## src/rtl/pulseox_pkg.sv

```systemverilog
// Shared constants and helpers for the pulse-oximeter sample path.
package pulseox_pkg;

  localparam int DEF_DATA_W = 22;
  localparam int DEF_NUM_CH = 2;

  // Full-FIFO policy selectors
  localparam bit DROP_NEWEST = 1'b0;
  localparam bit DROP_OLDEST = 1'b1;

  localparam int MAX_FRAME_W = 256;
  localparam int MAX_DATA_W  = 32;

  // Extract channel k (channel 0 in the LSBs) from a packed frame.
  function automatic logic [MAX_DATA_W-1:0] channel_slice(
    input logic [MAX_FRAME_W-1:0] frame,
    input int                     data_w,
    input int                     k
  );
    logic [MAX_FRAME_W-1:0] shifted;
    logic [MAX_DATA_W-1:0]  mask;
    shifted = frame >> (k * data_w);
    mask    = (MAX_DATA_W'(1) << data_w) - MAX_DATA_W'(1);
    return shifted[MAX_DATA_W-1:0] & mask;
  endfunction

endpackage

```

## src/rtl/frame_ram.sv

```systemverilog
// Simple dual-port frame store: synchronous write, asynchronous read.
module frame_ram #(
  parameter  int WIDTH = 52,
  parameter  int DEPTH = 16,
  localparam int AW    = $clog2(DEPTH)
) (
  input  logic             clk,
  input  logic             wr_en,
  input  logic [AW-1:0]    wr_addr,
  input  logic [WIDTH-1:0] wr_data,
  input  logic [AW-1:0]    rd_addr,
  output logic [WIDTH-1:0] rd_data
);

  logic [WIDTH-1:0] mem [DEPTH];

  always_ff @(posedge clk) begin
    if (wr_en) mem[wr_addr] <= wr_data;
  end

  // Combinational read gives first-word-fall-through on the head pointer.
  assign rd_data = mem[rd_addr];

endmodule

```

## src/rtl/sample_frame_fifo.sv

```systemverilog
// Multi-channel sample FIFO with sequence tagging, FWFT output port,
// selectable overflow policy and a saturating drop counter.
module sample_frame_fifo #(
  parameter  int DATA_W      = pulseox_pkg::DEF_DATA_W,
  parameter  int NUM_CH      = pulseox_pkg::DEF_NUM_CH,
  parameter  int DEPTH       = 16,
  parameter  bit DROP_OLDEST = pulseox_pkg::DROP_NEWEST,
  parameter  int SEQ_W       = 8,
  localparam int FRAME_W     = NUM_CH * DATA_W,
  localparam int PTR_W       = $clog2(DEPTH),
  localparam int LVL_W       = PTR_W + 1
) (
  input  logic               clk,
  input  logic               reset_n,
  input  logic               clear,
  input  logic               new_samples,
  input  logic [FRAME_W-1:0] samples_in,
  output logic               frame_valid,
  output logic [FRAME_W-1:0] frame_data,
  output logic [SEQ_W-1:0]   frame_seq,
  input  logic               frame_ready,
  output logic [LVL_W-1:0]   level,
  output logic               full,
  output logic               empty,
  output logic [15:0]        drop_cnt
);

  localparam bit OVERWRITE = (DROP_OLDEST == pulseox_pkg::DROP_OLDEST);

  logic [PTR_W-1:0]         wr_ptr, wr_ptr_next;
  logic [PTR_W-1:0]         rd_ptr, rd_ptr_next;
  logic [LVL_W-1:0]         level_next;
  logic [SEQ_W-1:0]         wr_seq, wr_seq_next;
  logic [15:0]              drop_next;
  logic                     wr_en, rd_en, overflow;
  logic [SEQ_W+FRAME_W-1:0] rd_word;

  assign empty       = (level == '0);
  assign full        = (level == LVL_W'(DEPTH));
  assign frame_valid = !empty;

  assign rd_en    = frame_valid && frame_ready && !clear;
  // A strobe at FULL with no simultaneous read has nowhere to go.
  assign overflow = new_samples && !clear && full && !rd_en;
  assign wr_en    = new_samples && !clear && (!overflow || OVERWRITE);

  frame_ram #(
    .WIDTH (SEQ_W + FRAME_W),
    .DEPTH (DEPTH)
  ) u_ram (
    .clk     (clk),
    .wr_en   (wr_en),
    .wr_addr (wr_ptr),
    .wr_data ({wr_seq, samples_in}),
    .rd_addr (rd_ptr),
    .rd_data (rd_word)
  );

  // RAM contents are not reset, so the head is masked while empty.
  assign frame_data = frame_valid ? rd_word[FRAME_W-1:0] : '0;
  assign frame_seq  = frame_valid ? rd_word[SEQ_W+FRAME_W-1:FRAME_W] : '0;

  always_comb begin
    wr_ptr_next = wr_ptr;
    rd_ptr_next = rd_ptr;
    level_next  = level;
    wr_seq_next = wr_seq;
    drop_next   = drop_cnt;
    if (clear) begin
      wr_ptr_next = '0;
      rd_ptr_next = '0;
      level_next  = '0;
      wr_seq_next = '0;
      drop_next   = '0;
    end else begin
      if (new_samples) wr_seq_next = wr_seq + SEQ_W'(1);
      if (wr_en)       wr_ptr_next = wr_ptr + PTR_W'(1);
      // Overwriting at FULL pushes the head forward past the oldest frame.
      if (rd_en || (wr_en && overflow)) rd_ptr_next = rd_ptr + PTR_W'(1);
      if (overflow && (drop_cnt != 16'hFFFF)) drop_next = drop_cnt + 16'd1;
      if (wr_en && !rd_en && !overflow)  level_next = level + LVL_W'(1);
      else if (rd_en && !wr_en)          level_next = level - LVL_W'(1);
    end
  end

  always_ff @(posedge clk or negedge reset_n) begin
    if (!reset_n) begin
      wr_ptr   <= '0;
      rd_ptr   <= '0;
      level    <= '0;
      wr_seq   <= '0;
      drop_cnt <= '0;
    end else begin
      wr_ptr   <= wr_ptr_next;
      rd_ptr   <= rd_ptr_next;
      level    <= level_next;
      wr_seq   <= wr_seq_next;
      drop_cnt <= drop_next;
    end
  end

endmodule

```

## config.mk

```make
export PLATFORM = sky130hd
export DESIGN_NAME = sample_frame_fifo
export DESIGN_NICKNAME = d
export VERILOG_FILES = /design/src/rtl/pulseox_pkg.sv /design/src/rtl/frame_ram.sv /design/src/rtl/sample_frame_fifo.sv
export SDC_FILE = /design/constraint.sdc
export NUM_CORES = 1
export LEC_CHECK = 0
export ABC_AREA = 1
export BUFFER_PORTS_ARGS = -buffer_cell sky130_fd_sc_hd__buf_2
export CAP_MARGIN = 5
export CORE_MARGIN = 2
export CORE_UTILIZATION = 45
export CTS_BUF_LIST = sky130_fd_sc_hd__clkbuf_4 sky130_fd_sc_hd__clkbuf_8
export DETAILED_ROUTE_END_ITERATION = 16
export PLACE_DENSITY = 0.66
export REMOVE_ABC_BUFFERS = 1
export SYNTH_ARGS = -nofsm -noshare
export SYNTH_HDL_FRONTEND = slang
export SYNTH_SLANG_ARGS = --single-unit
```

## constraint.sdc

```tcl
create_clock -name clk -period 8 [get_ports clk]
set_input_delay 2.4 -clock clk [delete_from_list [all_inputs] [get_ports clk]]
set_output_delay 2.4 -clock clk [all_outputs]
set_load 0.05 [all_outputs]
```

==> summary.txt <==
Floorplan
  – Die H: 286 um
  – I/O pin cnt: 125
  – Full die area: 81600 sq um
  – Die Width: 286 um
  – Core area: 78700 sq um
  – Core Rows: 103
  – Initial Util: 45.3%

Synthesis
  – Post-synth top area cell: edfxtp_1
  – Synth Cell Area: 35700 sq um
  – Post-synth EDFFs: 832
  – Synth unique cells: 33
  – Register area share after synthesis: 72.6%
  – Synth async-reset ratio: 4.26%
  – Post-Synthesis Cells: 3153
  – Top cell type's share of synthesized area: 70.0%
  – YS warnings: 0
  – Synth Register Bits: 869
  – Synthesized area per cell: 11.3 sq um
  – Synth area leaders: edfxtp_1 70%, nand2_1 9.8%, nor2_1 4.8%, nand3_1 4.7%, o21ai_0 3.0%
  – Top FF cell, synth: edfxtp_1

Routing
  – Vias: 23700
  – Routed WL: 88700 um
  – WL per Instance: 20.0 um
  – Drt drc: 0
  – Initial DRC Count: 2253
  – Via density: 5.34
  – Post-DRT Antenna Nets: 0
  – DRT Pass-1 Iters: 5

Run status
  – Status: finished clean

Clock network
  – # H-tree levels: 4
  – Clock buffer depth: 3
  – Clock latency on the worst-skew pair: 0.79 ns
  – TritonCTS Buffers: 143
  – Root buf cell: clkbuf_8
  – Clk sinks: 869
  – Hold buffer count at CTS: 0
  – TritonCTS clock tree: built
  – Post-CTS setup buffers: 0
  – Reg clk slew, reported paths: 0.06 ns
  – Post-CTS sizing: 0

Finish
  – Filler instances: 6786
  – Share of layout cells above drive strength 1: 12.4%
  – Area of the multi-input gates: 8950 sq um
  – Area growth from synthesis to layout: 12.2%
  – Commonest non-fill, non-tap cell in the layout: nand2_1
  – Fin util: 50.9%
  – Final nets: 3339
  – Fin cells: 4435
  – Reg area: 25900 sq um
  – Commonest non-fill, non-tap cells in the layout: 935 x nand2_1, 832 x edfxtp_1, 442 x nor2_1

GRT
  – Gr usage total: 21.6%
  – Largest net degree at the start of global routing: 195
  – First-pass GRT wire length: 133000 um
  – Initial antenna violation count: 6
  – GRT overflow: 0
  – Number of global-route vias before repair: 22500

Place
  – Cell total after placement: 4183
  – Dpl hpwl: 41200 um
  – Port Buffers: 124
  – GPL Wtd Cong: 0.767

Power and ir drop
  – PwrDens: 315 nW/um^2
  – Maximum vdd drop: 302 uV
  – Leakage: 14.7 nW
  – Design Power: 12.6 mW

Timing
  – Slew HR: 20.8%
  – Final hold slack: 0.539 ns
  – Final Slew Violations: 0
  – Final TNS setup: 0 ns
  – Hold Vio Cnt, Final: 0
  – Crit path time final: 6.65 ns
  – Final worst-path cycle share: 83.2%
  – RSZ-0062 raised after global routing: no
  – Final clock skew: 0.0361 ns
  – Final setup fails: 0
  – Worst-Margin Slew: 1.19 ns
  – Achievable Freq: 150 MHz

Worst setup path
  – Critical path fanouts, max: 194
  – Endpoint class of the critical path: primary output
  – Worst path required time: 5.60 ns
  – Startpoint class of the critical path: flop
  – Worst Path Arrival: 4.25 ns
  – Worst setup path category: flop to primary output

Flow run
  – Max cap viols: 0

Hold path
  – Hold Path Class: flop to flop
[cells in the mapped netlist, types with 7 or more instances]
cell type / count
nand2_1: 935
edfxtp_1: 832
nor2_1: 458
nand3_1: 336
o21ai_0: 212
buf_2: 83
clkbuf_1: 72
a21oi_1: 61
dfrtp_1: 37
inv_1: 27
buf_1: 21
nand4_1: 14
ha_1: 11
xor2_1: 7
[metal layers]
metal / up-vias / track usage, % / part of all wire, %
met5: - / 0.233 / 0.057
met3: 171 / 4.43 / 8.1
li1: 11100 / - / -
met1: 11400 / 29.6 / 43
met4: 8 / 7.13 / 2.4
met2: 933 / 34.7 / 47
[kinds of logic (layout without fill, tap and decap cells)]
logic type                 Yosys count  after routing  synth area share, %
buffers and inverters              215            445                 2.68
DFF                                869            869                 72.6
AOI/OAI and AO/OA                  286            286                 4.06
and+or+nand+nor                   1762           1762                 20.0
other                                0              2                    0
adders and majority gates           12             12                0.442
xor gates and xnor gates             9              9                0.221
[area by class of cell]
cell class | count | area share (%)
flip-flops and latches | 869 | 64.7
repair buffers | 163 | 2.41
inverters | 32 | 0.344
multi-input cells | 2069 | 22.4
diodes | 2 | 0.0125
clock buffers | 204 | 6.14
well taps | 1050 | 3.28
clock inverters | 46 | 0.725
[stage by stage]
stage          instance area, sq um  setup slack (ns)
2_1_floorplan                 34900             -9.41
6_report                      40000              1.35
5_1_grt                       40000              1.08
3_5_place_dp                  37300              2.17
3_3_place_gp                  37300              2.16
4_1_cts                       40000              1.31
[power breakdown]
group | leakage, nW | total (mW) | internal (mW) | switching (mW)
clock | 1.46 | 3.76 | 2.06 | 1.70
sequential | 8.00 | 5.17 | 5.05 | 0.121
combinational | 5.27 | 3.70 | 0.829 | 2.87
[registers in the layout (all words and copies together) (netlist names)]
signal and flops:
level 5, u_ram.mem 832, drop_cnt 16, wr_seq 8
wr_ptr 4, rd_ptr 4
[path summary, 6_finish.rpt]
| check | from | slack [ns] | cells after the start | endpoint |
|---|---|---|---|---|
| worst max-delay path | rd_ptr[0] | 1.35 | 9 | frame_seq[7] |
| worst min-delay path | drop_cnt[1] | 0.54 | 2 | drop_cnt[1] |
| worst max register to register | level[1] | 4.52 | 7 | u_ram.mem[9][37] |
| worst min register to register | drop_cnt[1] | 0.54 | 2 | drop_cnt[1] |
| max in group asynchronous | reset_n | 5.61 | 1 | rd_ptr[3] |
| min in group asynchronous | reset_n | 1.73 | 1 | drop_cnt[15] |
[worst max-delay path, stage by stage, from the launching register on]
cell     delay [ns]
dfrtp_4        0.75
inv_8          0.91
buf_4          0.52
nand2_1        0.10
nand2_1        0.08
nand2_1        0.05
nand3_1        0.10
nand3_1        0.09
a21oi_1        0.40
buf_2          0.36
Power figures use the tool's default switching activity.
